`src/rtl/regbank_pkg.sv`:
```
// regbank_pkg
// Shared definitions for the register-bank writeback arbiter slice.
// The default bank geometry and requester count live here. The writeback
// request record, which pairs a destination register with its data, is
// sized for that default geometry.
package regbank_pkg;

  localparam int DEFAULT_REG_WIDTH = 32;
  localparam int DEFAULT_REG_COUNT = 16;
  localparam int DEFAULT_N_REQ     = 4;
  localparam int DEFAULT_AW        = $clog2(DEFAULT_REG_COUNT);

  // One writeback request: destination register and the value to write.
  typedef struct packed {
    logic [DEFAULT_AW-1:0]        addr;
    logic [DEFAULT_REG_WIDTH-1:0] data;
  } wb_req_t;

endpackage

```
`src/rtl/rr_arbiter.sv`:
```
// rr_arbiter
// This is a round-robin arbiter with a registered priority pointer.
// The search for a winner starts at the pointer and moves upward modulo
// N_REQ. The first valid index wins. After a grant, the pointer moves to
// the slot just past the winner. In cycles with no grant, the pointer
// keeps its value.
// Ports:
//   clk      in   clock
//   rst      in   synchronous active-high reset (also masks the grant)
//   valid_i  in   N_REQ request vector
//   grant_o  out  N_REQ one-hot grant (all zero when nothing is granted)
module rr_arbiter
  import regbank_pkg::*;
#(
  parameter int N_REQ = DEFAULT_N_REQ,
  localparam int PW   = (N_REQ > 1) ? $clog2(N_REQ) : 1
) (
  input  logic             clk,
  input  logic             rst,
  input  logic [N_REQ-1:0] valid_i,
  output logic [N_REQ-1:0] grant_o
);

  logic [PW-1:0] ptr_q;
  logic [PW-1:0] ptr_d;

  // Scan from the pointer upward with wraparound. The found flag holds
  // the first hit, so the grant stays one-hot. Reset forces no grant, so
  // nothing transfers while the bank is being cleared.
  always_comb begin
    logic          found;
    logic [PW-1:0] idx;
    grant_o = '0;
    ptr_d   = ptr_q;
    found   = 1'b0;
    idx     = '0;
    for (int k = 0; k < N_REQ; k++) begin
      idx = PW'((int'(ptr_q) + k) % N_REQ);
      if (!found && valid_i[idx]) begin
        found        = 1'b1;
        grant_o[idx] = 1'b1;
        ptr_d        = PW'((int'(idx) + 1) % N_REQ);
      end
    end
    if (rst) begin
      grant_o = '0;
      ptr_d   = ptr_q;
    end
  end

  always_ff @(posedge clk) begin
    if (rst) ptr_q <= '0;
    else     ptr_q <= ptr_d;
  end

endmodule

```
`src/rtl/regbank_wb_arbiter.sv`:
```
// regbank_wb_arbiter
// This block sits in front of the register-bank write port. Several
// writeback requesters compete through a round-robin arbiter. The winning
// request is registered and drives the bank one cycle later.
// A pending-write scoreboard holds one busy bit per register:
//   - The issue stage sets a register's bit when it reserves that register.
//   - The bit clears when the write to that register commits.
// Ports:
//   clk, rst                   clock, synchronous active-high reset
//   req_valid / req_ready      per-requester handshake (ready = grant)
//   req_addr / req_data        per-requester destination and data
//   rsv_valid/rsv_addr/ready   issue-stage reservation handshake
//   we / waddr / wdata         bank write port
//   busy                       pending-write scoreboard
module regbank_wb_arbiter
  import regbank_pkg::*;
#(
  parameter int REG_WIDTH = DEFAULT_REG_WIDTH,
  parameter int REG_COUNT = DEFAULT_REG_COUNT,
  parameter int N_REQ     = DEFAULT_N_REQ,
  localparam int AW       = $clog2(REG_COUNT)
) (
  input  logic                            clk,
  input  logic                            rst,
  input  logic [N_REQ-1:0]                req_valid,
  output logic [N_REQ-1:0]                req_ready,
  input  logic [N_REQ-1:0][AW-1:0]        req_addr,
  input  logic [N_REQ-1:0][REG_WIDTH-1:0] req_data,
  input  logic                            rsv_valid,
  input  logic [AW-1:0]                   rsv_addr,
  output logic                            rsv_ready,
  output logic                            we,
  output logic [AW-1:0]                   waddr,
  output logic [REG_WIDTH-1:0]            wdata,
  output logic [REG_COUNT-1:0]            busy
);

  logic [N_REQ-1:0]     grant;
  logic                 xfer;
  logic [AW-1:0]        sel_addr;
  logic [REG_WIDTH-1:0] sel_data;
  logic                 we_q;
  logic [AW-1:0]        waddr_q;
  logic [REG_WIDTH-1:0] wdata_q;
  logic [REG_COUNT-1:0] busy_q;
  logic [REG_COUNT-1:0] busy_d;

  rr_arbiter #(.N_REQ(N_REQ)) u_arb (
    .clk     (clk),
    .rst     (rst),
    .valid_i (req_valid),
    .grant_o (grant)
  );

  // The grant is one-hot, so OR-ing the masked lanes selects the winner.
  always_comb begin
    sel_addr = '0;
    sel_data = '0;
    for (int i = 0; i < N_REQ; i++) begin
      if (grant[i]) begin
        sel_addr = sel_addr | req_addr[i];
        sel_data = sel_data | req_data[i];
      end
    end
  end

  assign xfer      = |grant;
  assign req_ready = grant;
  assign rsv_ready = !rst && !busy_q[rsv_addr];

  // The commit clear is applied first and the reservation set second.
  // A reservation that lands on the register being committed therefore
  // stays pending.
  always_comb begin
    busy_d = busy_q;
    if (we_q) busy_d[waddr_q] = 1'b0;
    if (rsv_valid && rsv_ready) busy_d[rsv_addr] = 1'b1;
  end

  // Write stage. The address and data load only on a transfer, so they
  // hold their last values while idle.
  always_ff @(posedge clk) begin
    if (rst) begin
      we_q    <= 1'b0;
      waddr_q <= '0;
      wdata_q <= '0;
      busy_q  <= '0;
    end else begin
      we_q   <= xfer;
      busy_q <= busy_d;
      if (xfer) begin
        waddr_q <= sel_addr;
        wdata_q <= sel_data;
      end
    end
  end

  // Masking we with rst drops a write that was transferred in the cycle
  // just before reset.
  assign we    = we_q && !rst;
  assign waddr = waddr_q;
  assign wdata = wdata_q;
  assign busy  = busy_q;

endmodule

```
`config.mk`:
```
export PLATFORM = sky130hd
export DESIGN_NAME = regbank_wb_arbiter
export DESIGN_NICKNAME = d
export VERILOG_FILES = /design/src/rtl/regbank_pkg.sv /design/src/rtl/rr_arbiter.sv /design/src/rtl/regbank_wb_arbiter.sv
export SDC_FILE = /design/constraint.sdc
export NUM_CORES = 1
export LEC_CHECK = 0
export ABC_AREA = 1
export CAP_MARGIN = 20
export CORE_MARGIN = 3
export CORE_UTILIZATION = 37
export CTS_BUF_LIST = sky130_fd_sc_hd__clkbuf_2 sky130_fd_sc_hd__clkbuf_4 sky130_fd_sc_hd__clkbuf_8
export DETAILED_ROUTE_END_ITERATION = 7
export PLACE_DENSITY = 0.8
export SLEW_MARGIN = 20
export SYNTH_ARGS = -nofsm -noshare
export SYNTH_HDL_FRONTEND = slang
export SYNTH_SLANG_ARGS = --single-unit
```
`constraint.sdc`:
```
create_clock -name clk -period 2.5 [get_ports clk]
set_input_delay 0.25 -clock clk [delete_from_list [all_inputs] [get_ports clk]]
set_output_delay 0.25 -clock clk [all_outputs]
set_load 0.005 [all_outputs]
```
# Word level (Yosys, flattened, before mapping)
# Cells that the tools add are included.
[op_classes]
div = 0
mux = 44
n_reduce_logical = 19
magnitude_cmp = 12
mul = 0
shift = 0
eq_ne = 0
n_addsub = 6
bitwise_logic = 12
[ops]
columns = ["op", "count"]
rows = [
  ["$mux W32", 4],
  ["$or A32 B32 Y32", 3],
  ["$mux W4", 9],
  ["$mux W16", 2],
  ["$or A4 B4 Y4", 6],
  ["$and A16 B16 Y16", 1],
  ["$not A16 Y16", 1],
  ["$or A16 B16 Y16", 1],
  ["$mux W1", 14],
  ["$logic_and A1 B1 Y1", 12],
  ["$lt A2 B3 Y1 const B", 4],
  ["$lt A4 B5 Y1 const B", 2],
  ["$add A2 B1 Y2 const B", 4],
  ["$bmux W1 S2", 4],
  ["$demux W1 S2", 4],
  ["$demux W1 S4", 2],
  ["$ge A2 B1 Y1 const B", 4],
  ["$ge A4 B1 Y1 const B", 2],
  ["$mux W2", 4],
  ["$logic_not A1 Y1", 5],
  ["$add A2 B2 Y2 const B", 2],
  ["$bmux W1 S4", 1],
  ["$reduce_bool A4 Y1", 1],
  ["$reduce_or A4 Y1", 1],
]
[totals]
ram_bits = 0
out_inout_bits = 58
regBits = 55
wordCells = 98
memories = 0
latch_bits = 0
romBits = 0

# Depth between registers and ports, before layout
# Gate-level depths: netlist of run 1.
[logic_depth]
word_depth = 20
depth_mapped = 16
mapped_depth_nobuf = 14

# Cells and area by module
# From an unflattened synthesis of run 1, not the netlist that was laid out.
[unflattened]
hier_cells = 463
area_unflattened_um2 = 3369.5
[by_module_without_submodules]
columns = ["mod", "cells_each", "seq_area_each_um2", "area_each_um2", "instances"]
rows = [
  ["regbank_wb_arbiter", 368, 1061.0, 2817.7, 1],
  ["rr_arbiter", 95, 40.0, 551.8, 1],
]

# Worst setup path after synthesis of run 1
# OpenSTA, ideal clock, no wires.
[synth_path]
path_type = "reg2reg"
start = "register u_arb.ptr_q[1]"
end = "register waddr_q[3], in the netlist waddr[3]"
path_slack_ns = 0.162
required_ns = 2.368
period_less_slack_ns = 2.338
stages_incl_launch_ff = 16
t_arrival_ns = 2.206
path_buffers = 1
path_cell_list = "dfxtp_1 > inv_1 > ha_1 > inv_1 > nand3_1 > nand2_1 > nand2_1 > nor2_2 > nand3_1 > nand2_2 > nand2_1 > nand2_2 > nor2_8 > buf_6 > nand2_1 > a21oi_1"
[synth_via]
elab_chain_len = 20
[synth_lines]
columns = ["element", "line", "rtl"]
rows = [
  ["from (decl)", "rr_arbiter.sv:24", "logic [PW-1:0] ptr_q;"],
  ["from (signal assigned)", "rr_arbiter.sv:53", "else ptr_q <= ptr_d;"],
  ["parallel branches: the longest is 11 deep, another holds $lt A2 B3 Y1", "n/a", ""],
  ["$mux W4 (*)", "rr_arbiter.sv:39", "if (!found && valid_i[idx]) begin"],
  ["$mux W4 (*)", "rr_arbiter.sv:45", "if (rst) begin"],
  ["$mux W4", "regbank_wb_arbiter.sv:60", "if (grant[i]) begin"],
  ["$or A4 B4 Y4", "regbank_wb_arbiter.sv:61", "sel_addr = sel_addr | req_addr[i];"],
  ["$mux W4", "regbank_wb_arbiter.sv:60", ""],
  ["$or A4 B4 Y4", "regbank_wb_arbiter.sv:61", ""],
  ["$mux W4", "regbank_wb_arbiter.sv:60", ""],
  ["$or A4 B4 Y4", "regbank_wb_arbiter.sv:61", ""],
  ["$mux W4", "regbank_wb_arbiter.sv:60", ""],
  ["to (signal assigned)", "regbank_wb_arbiter.sv:92", "waddr_q <= sel_addr;"],
  ["to (decl)", "regbank_wb_arbiter.sv:43", "logic [AW-1:0] waddr_q;"],
]
# Every way passes the cells marked *. The select of a mux whose other input is x is not followed.
# A chain may end at the register's enable or synchronous reset.

# Worst setup path in the final report of run 1
[layout_path]
start = "register u_arb.ptr_q[1]"
end = "register u_arb.ptr_q[1]"
[layout_via]
elab_chain_len = 12
[layout_lines]
columns = ["element"]
rows = [
  ["parallel branches: the longest is 12 deep, another holds $add A2 B1 Y2"],
]
# Parallel ways; which one is timed is not known. The select of a mux whose other input is x is not followed.

==> impl_metrics.env, run 1 <==
export IMPL_yosysSeqAreaShare=0.2818
export IMPL_ant_nets=0
export IMPL_nets=1022
export IMPL_worst_skew_pair_late_latency_ps=310
export IMPL_worst_path_max_fanout=5
export IMPL_reg2reg_from="u_arb.ptr_q[1]"
export IMPL_firstDrtPassIters=6
export IMPL_cts_buffer_depth=2
export IMPL_routed_via_density=5.475
export IMPL_min_period_ps=2478
export IMPL_setup_slack_ps=21.56
export IMPL_drive_above_1_share=0.09884
export IMPL_fp_coreArea_sq_um=10000
export IMPL_cellPowerDensity_nw_per_um2=963.1
export IMPL_synth_area_sq_um=3907
export IMPL_p_total_mw=6.283
export IMPL_leakagePower_nw=2.786
export IMPL_start_util=0.3908
export IMPL_fmax_mhz=403.5
export IMPL_gp_congestion=1.099
export IMPL_clk_pin_slew_ps=110
export IMPL_numCtsBuffers=5
export IMPL_ff_latch_area_sq_um=1104
export IMPL_status="completed"
export IMPL_initialDrtViolationCount=380
export IMPL_crit_path_start="u_arb.ptr_q[1]"
export IMPL_post_place_ws_ps=-22.33
export IMPL_fin_worst_skew_ps=8.225
export IMPL_antenna_cells=0
export IMPL_multiInputGateArea_sq_um=2580
export IMPL_endpoint_kind="register"
export IMPL_die_h_microns=108.8
export IMPL_worstHoldPathType="in -> reg"
export IMPL_placed_cell_area_sq_um=6170
export IMPL_final_util=0.6524
export IMPL_tightestPinTransition_ps=586.1
export IMPL_min_delay_start="rst"
export IMPL_fill_cells=889
export IMPL_gr_usage_all_layers=0.2613
export IMPL_hold_viol_final=0
export IMPL_max_vdd_ir_drop_mv=0.8419
export IMPL_cts_htree_levels=2
export IMPL_timing_max_cap_violations=0
export IMPL_cts_tree="done"
export IMPL_timing_final_crit_share=0.9914
export IMPL_critPathRequiredTime_ps=2750
export IMPL_layout_commonest_cell="clkdlybuf4s50_1"
export IMPL_stdcell_area_sq_um=6524
export IMPL_drc=0
export IMPL_rows=36
export IMPL_worst_setup_path_type="reg -> reg"
export IMPL_vias=5437
export IMPL_grt_setup_unrepaired="true"
export IMPL_syn_avg_cell_area_sq_um=6.058
export IMPL_place_port_buffers=212
export IMPL_slew_headroom=0.6093
export IMPL_wl_per_cell_microns=16.37
export IMPL_synthCells=645
export IMPL_gr_total_overflow=0
export IMPL_antenna_found_initial=0
export IMPL_grt_pass1_vias=5118
export IMPL_dp_hpwl_mm=11.92
export IMPL_die_area_sq_um=11830
export IMPL_cts_sinks=55
export IMPL_final_cell_mix="clkdlybuf4s50_1 (206), nand3_1 (168), nand2_1 (148)"
export IMPL_setup_violations=0
export IMPL_grt_max_degree=70
export IMPL_arrival_ps=2730
export IMPL_yosysWarnings=0
export IMPL_cts_root_buf="clkbuf_8"
export IMPL_wirelength_mm=16.26
export IMPL_synth_nets=808
export IMPL_grt_pass1_wl_mm=24.75
export IMPL_io_pins=213
export IMPL_die_w_microns=108.8
export IMPL_start_kind="register"
export IMPL_drv_slew=0
export IMPL_synth_cell_types=30
export IMPL_synth_seq_cells=55
export IMPL_synthToLayoutAreaGrowth_pct=66.95
final cells by class:
class	count	area share
multi-input combinational	517	0.3955
clock inverter	3	0.004219
timing repair buffer	251	0.3773
clock buffer	5	0.01055
tap	133	0.02551
inverter	29	0.01784
sequential	55	0.1692
timing repair:
item,CTS,global route
setup buffers,13,8
resized for setup,17,14
hold endpoints to repair,0,0
setup endpoints to repair,4,20
pin swaps,4,5
hold buffers,0,0
logic make-up (layout without fill, tap and decap cells):
logic type,Yosys count,count (layout),synth area share
flops,55,55,0.2818
buf+inv,73,288,0.08198
compound gates,81,81,0.1108
fa+ha+maj,8,8,0.02562
simple gates,428,428,0.4998
synthesized netlist by cell type:
library cell / instances / area (sq um)
a221oi_1: 1 / 8.760
nand4_1: 17 / 106.4
nand2_1: 155 / 581.8
buf_2: 14 / 70.07
nand2_2: 8 / 50.05
nand2_4: 1 / 11.26
a22oi_1: 3 / 22.52
nor3_1: 1 / 5.000
a21oi_1: 56 / 280.3
nor2_1: 65 / 244.0
clkinv_1: 2 / 7.510
a31o_2: 1 / 8.760
o211ai_1: 1 / 7.510
nor2_2: 2 / 12.51
clkbuf_1: 19 / 71.32
o31ai_1: 2 / 15.01
inv_4: 1 / 6.260
o21a_1: 2 / 15.01
buf_1: 7 / 26.28
nand3_2: 1 / 10.01
nor2_8: 1 / 20.02
ha_1: 8 / 100.1
o21ai_0: 15 / 75.07
nand3_4: 2 / 35.03
dfxtp_1: 55 / 1101
inv_1: 26 / 97.59
nand3_1: 174 / 870.8
buf_6: 3 / 33.78
buf_4: 1 / 7.510
and2_1: 1 / 6.260
registers in the layout, summed over array words and instances, names as in the netlist:
name / count
wdata: 32
we_q: 1
waddr: 4
busy: 16
u_arb.ptr_q: 2
path summary, 6_finish.rpt:
path / end / cells past startpoint / slack [ps]
worst min-delay path: wdata[16] / 2 / 450
worst max register to register: u_arb.ptr_q[1] / 18 / 20
worst min register to register: wdata[30] / 2 / 470
worst max-delay path: u_arb.ptr_q[1] / 18 / 20
worst max-delay path, stage by stage, from the launching register on:
cell and delay, ps:
dfxtp_2 350, inv_2 50, ha_4 260, inv_4 70, nand3_2 80, nand2_2 90, nand2_4 70, nor2_4 140
nand3_2 120, buf_6 130, buf_4 120, buf_4 120, buf_4 130, buf_4 120, buf_4 120, buf_4 130
buf_4 130, nand3_1 80, o21a_1 110
power breakdown:
group          switching [mW]  leakage, nW  internal, mW
logic                    2.41         2.29          1.89
clock network           0.321       0.0467         0.209
registers               0.250        0.451          1.21
per-stage QoR:
| step | std cells | hold WS, ps | setup TNS [ps] |
|---|---|---|---|
| after floorplan | 645 | 455.4 | 0 |
| after global placement | 964 | 448.4 | 0 |
| after detailed placement | 964 | 451.5 | -22.33 |
| after CTS | 985 | 445.6 | 0 |
| after global routing | 993 | 460.2 | -119.3 |
| final | 993 | 447.8 | 0 |
layer usage:
metal,vias up,routed length (microns),track usage
met5,-,0,0
met1,2464,6210,0.3081
li1,2605,-,-
met4,0,614,0.09829
met2,300,8076,0.4695
met3,68,1354,0.04737
(Power assumes the default switching activity.)
==> run 2: changes to the inputs <==
- CORE_UTILIZATION: 37 -> 30
- PLACE_DENSITY: 0.8 -> 0.67
- TNS_END_PERCENT: default -> 100
==> impl_metrics.env, run 2 (same netlist as run 1, synthesis figures left out) <==
export IMPL_status="completed"
export IMPL_firstDrtPassIters=5
export IMPL_arrival_ps=2130
export IMPL_grt_pass1_vias=4574
export IMPL_synthToLayoutAreaGrowth_pct=67.82
export IMPL_fin_worst_skew_ps=6.189
export IMPL_wirelength_mm=15.38
export IMPL_dp_hpwl_mm=11.61
export IMPL_worst_path_max_fanout=4
export IMPL_placed_cell_area_sq_um=6286
export IMPL_fmax_mhz=419.3
export IMPL_drc=0
export IMPL_cp_num_buf_inv=5
export IMPL_cts_htree_levels=2
export IMPL_rows=41
export IMPL_place_port_buffers=212
export IMPL_path_cells="inv_4, ha_4, inv_2, nand3_1, nand2_2, nand2_2, nor2_4, buf_4, nand3_2, nand2_2, nand2_1, inv_1, clkdlybuf4s15_1"
export IMPL_tightestPinTransition_ps=565.1
export IMPL_hold_viol_final=0
export IMPL_die_h_microns=120.1
export IMPL_vias=5109
export IMPL_cts_buffer_depth=2
export IMPL_cp_depth=13
export IMPL_numCtsBuffers=5
export IMPL_wl_per_cell_microns=15.04
export IMPL_start_util=0.3084
export IMPL_start_kind="register"
export IMPL_endpoint_kind="output pin"
export IMPL_gp_congestion=0.9286
export IMPL_max_stage_delay_ps=370
export IMPL_max_vdd_ir_drop_mv=0.6018
export IMPL_hold_depth=2
export IMPL_largest_reg_flops=32
export IMPL_min_period_ps=2385
export IMPL_drv_slew=0
export IMPL_ant_nets=0
export IMPL_gr_total_overflow=0
export IMPL_setup_violations=0
export IMPL_timing_max_cap_violations=0
export IMPL_grt_max_degree=71
export IMPL_cpMaxStageDelayCell="dfxtp_2"
export IMPL_slew_headroom=0.6232
export IMPL_routed_via_density=4.994
export IMPL_die_w_microns=120.1
export IMPL_cts_root_buf="clkbuf_8"
export IMPL_worst_skew_pair_late_latency_ps=300
export IMPL_worst_setup_path_type="reg -> out"
export IMPL_drive_above_1_share=0.08226
export IMPL_io_pins=213
export IMPL_fp_coreArea_sq_um=12670
export IMPL_nets=1013
export IMPL_clk_pin_slew_ps=100
export IMPL_layout_commonest_cell="clkdlybuf4s50_1"
export IMPL_cts_sinks=55
export IMPL_tns_ps=0
export IMPL_final_cell_mix="clkdlybuf4s50_1 (206), nand3_1 (171), nand2_1 (151)"
export IMPL_cellPowerDensity_nw_per_um2=985.1
export IMPL_cpLargestDelayFamily="simple AND/OR/NAND/NOR gates"
export IMPL_leakagePower_nw=2.778
export IMPL_cts_tree="done"
export IMPL_gr_usage_all_layers=0.2003
export IMPL_critPathRequiredTime_ps=2250
export IMPL_antenna_found_initial=0
export IMPL_antenna_cells=0
export IMPL_worstHoldPathType="in -> reg"
export IMPL_grt_pass1_wl_mm=23.27
export IMPL_worst_path_most_repeated_cell="nand2_2"
export IMPL_initialDrtViolationCount=315
export IMPL_die_area_sq_um=14430
export IMPL_stdcell_area_sq_um=6558
export IMPL_timing_final_crit_share=0.9540
export IMPL_r2r_cells=16
[run 2: cell count changes in the layout (fill, tap and decap cells not counted), moves of 3 or more]
cell | before | now
nand3_1 | 168 | 171
buf_12 | 4 | 7
buf_4 | 34 | 21
nand3_2 | 6 | 3
nand2_1 | 148 | 151
dlygate4sd2_1 | 4 | 1
[run 2: where the power goes]
part           internal, mW  switching [mW]  total [mW]
clock                 0.412           0.296       0.707
combinational          1.96            2.34        4.30
sequential             1.21           0.242        1.45
total                  3.58            2.88        6.46
[run 2: worst paths after layout]
check | start | slack [ps] | endpoint
min reg2reg | wdata[20] | 460 | wdata[20]
min | rst | 450 | busy[9]
max | u_arb.ptr_q[0] | 120 | req_ready[2]
max reg2reg | u_arb.ptr_q[0] | 280 | wdata[20]
[run 2: through the flow]
stage	utilization	power [mW]	hold slack, ps	worst slack [ps]	instances
3_3_place_gp	0.4961	5.577	445.5	22.73	1007
5_1_grt	0.5175	6.972	452.1	-3.547	1023
3_5_place_dp	0.4961	5.559	451.3	-36.69	1007
2_1_floorplan	-	3.627	455.4	162.2	645
4_1_cts	0.5131	6.435	446.5	7.655	1021
6_report	0.5175	6.460	445.0	115.1	1023
[run 2: cell type report]
class / count / area, sq um
Sequential cell: 55 / 1104
Timing Repair Buffer: 242 / 2441
Clock buffer: 6 / 76.32
Tap cell: 172 / 215.2
Fill cell: 1326 / 6113
Multi-Input combinational cell: 517 / 2547
Clock inverter: 2 / 60.06
Inverter: 29 / 113.9
[run 2: per-layer routing]
layer / wire [microns] / vias up / track usage
li1: - / 2590 / -
met1: 6343 / 2273 / 0.2475
met2: 7490 / 226 / 0.3449
met3: 1292 / 20 / 0.05702
met4: 256 / 0 / 0.04581
met5: 0 / - / 0
[run 2: repair_timing]
item | 4_1_cts | 5_1_grt
endpoints found under the setup margin | 4 | 3
hold buffers | 0 | 0
pin swaps | 4 | 4
gates resized for setup | 14 | 11
endpoints found under the hold margin | 0 | 0
buffers inserted | 6 | 2
==> run 3: changes to the inputs <==
- SKIP_LAST_GASP: default -> 1
==> impl_metrics.env, run 3 (same netlist as run 1, synthesis figures left out) <==
export IMPL_status="completed"
export IMPL_worst_skew_pair_late_latency_ps=300
export IMPL_grt_pass1_wl_mm=23.27
export IMPL_min_period_ps=2384
export IMPL_rrSetupSlack_ps=280
export IMPL_worst_path_max_fanout=4
export IMPL_die_w_microns=120.1
export IMPL_cts_root_buf="clkbuf_8"
export IMPL_post_place_ws_ps=-36.69
export IMPL_cts_tree="done"
export IMPL_drv_slew=0
export IMPL_grt_pass1_vias=4574
export IMPL_cp_num_buf_inv=3
export IMPL_whs_endpoint="busy[9]"
export IMPL_cts_htree_levels=2
export IMPL_rows=41
export IMPL_wl_per_cell_microns=15.04
export IMPL_cts_buffer_depth=2
export IMPL_multiInputGateArea_sq_um=2547
export IMPL_die_h_microns=120.1
export IMPL_final_cell_mix="clkdlybuf4s50_1 (206), nand3_1 (171), nand2_1 (151)"
export IMPL_fill_cells=1327
export IMPL_antenna_cells=0
export IMPL_whs_ps=444.9
export IMPL_setup_violations=0
export IMPL_gr_total_overflow=0
export IMPL_wirelength_mm=15.38
export IMPL_fmax_mhz=419.5
export IMPL_cpMaxStageDelayCell="clkdlybuf4s50_1"
export IMPL_ant_nets=0
export IMPL_crit_path_start="rsv_addr[1]"
export IMPL_initialDrtViolationCount=315
export IMPL_endpoint_kind="output pin"
export IMPL_fp_coreArea_sq_um=12670
export IMPL_clk_pin_slew_ps=100
export IMPL_gp_congestion=0.9286
export IMPL_grt_max_degree=71
export IMPL_fin_worst_skew_ps=6.110
export IMPL_start_kind="input port"
export IMPL_place_port_buffers=212
export IMPL_leakagePower_nw=2.794
export IMPL_cellPowerDensity_nw_per_um2=985.2
export IMPL_p_total_mw=6.463
export IMPL_reg2reg_from="u_arb.ptr_q[0]"
export IMPL_ff_latch_area_sq_um=1104
export IMPL_drc=0
export IMPL_max_vdd_ir_drop_mv=0.6021
export IMPL_hold_depth=2
export IMPL_cp_depth=9
export IMPL_gr_usage_all_layers=0.2003
export IMPL_synthToLayoutAreaGrowth_pct=67.88
export IMPL_r2r_end="wdata[20]"
export IMPL_die_area_sq_um=14430
export IMPL_firstDrtPassIters=5
export IMPL_hold_buffers=0
export IMPL_timing_max_cap_violations=0
export IMPL_cts_sinks=55
export IMPL_worst_path_most_repeated_cell="clkdlybuf4s50_1"
export IMPL_r2r_cells=16
export IMPL_antenna_found_initial=0
export IMPL_setup_slack_ps=116.2
export IMPL_critPathRequiredTime_ps=2250
export IMPL_tns_ps=0
export IMPL_timing_final_crit_share=0.9535
export IMPL_vias=5109
export IMPL_min_delay_start="rst"
export IMPL_path_cells="clkdlybuf4s50_1, nand2_1, inv_1, a22oi_1, nand3_1, a21oi_1, o21a_1, and2_1, clkdlybuf4s50_1"
export IMPL_cpLargestDelayFamily="buffers and inverters"
export IMPL_largest_reg_flops=32
export IMPL_dp_hpwl_mm=11.61
export IMPL_numCtsBuffers=5
export IMPL_worstHoldPathType="in -> reg"
export IMPL_arrival_ps=2130
export IMPL_tightestPinTransition_ps=564.6
export IMPL_hold_viol_final=0
export IMPL_max_stage_delay_ps=500
export IMPL_slew_headroom=0.6236
export IMPL_layout_commonest_cell="clkdlybuf4s50_1"
export IMPL_nets=1013
export IMPL_drive_above_1_share=0.08226
export IMPL_routed_via_density=4.994
export IMPL_io_pins=213
export IMPL_worst_setup_path_type="in -> out"
export IMPL_start_util=0.3084
==> run 3: cell types whose count changed in the layout (fill, tap and decap cells not counted) <==
cell | previous run | this run
dlymetal6s2s_1 | 2 | 3
clkdlybuf4s15_1 | 2 | 1
==> run 3: worst max path at each step <==
stage,endpoint,slack (ps)
after floorplan,waddr[3],160
after global placement,req_ready[1],20
after detailed placement,req_ready[2],-40
after CTS,req_ready[1],-10
after global routing,req_ready[2],-4
final,rsv_ready,120
==> run 3: cell type report <==
type / instances / share of cell area
Timing Repair Buffer: 242 / 0.3725
Clock inverter: 2 / 0.009155
Multi-Input combinational cell: 517 / 0.3883
Tap cell: 172 / 0.03281
Inverter: 29 / 0.01736
Sequential cell: 55 / 0.1682
Clock buffer: 6 / 0.01163
==> run 3: layer usage <==
| metal | GRT usage | part of all wire | routed length (microns) |
|---|---|---|---|
| met1 | 0.2475 | 0.41 | 6336 |
| met2 | 0.3449 | 0.49 | 7503 |
| met3 | 0.05702 | 0.085 | 1303 |
| met4 | 0.04581 | 0.016 | 240 |
| met5 | 0 | 0 | 0 |
==> run 3: timing repair <==
action                     in CTS  in global routing
buffers inserted                6                  2
gates cloned                    0                  0
setup endpoints to repair       4                  4
pin swaps                       4                  4
resized for setup              13                 11
==> run 3: per-stage QoR <==
stage               instances    util  cell area [sq um]
floorplan                 645       -               3908
global placement         1007  0.4961               6286
detailed placement       1007  0.4961               6286
CTS                      1021  0.5132               6502
global route             1023  0.5177               6560
finish                   1023  0.5177               6560
==> run 3: where the power goes <==
group,total (mW),leakage [nW],internal (mW),switching [mW]
logic,4.31,2.27,1.97,2.34
clock network,0.707,0.0688,0.412,0.295
registers,1.45,0.451,1.21,0.242
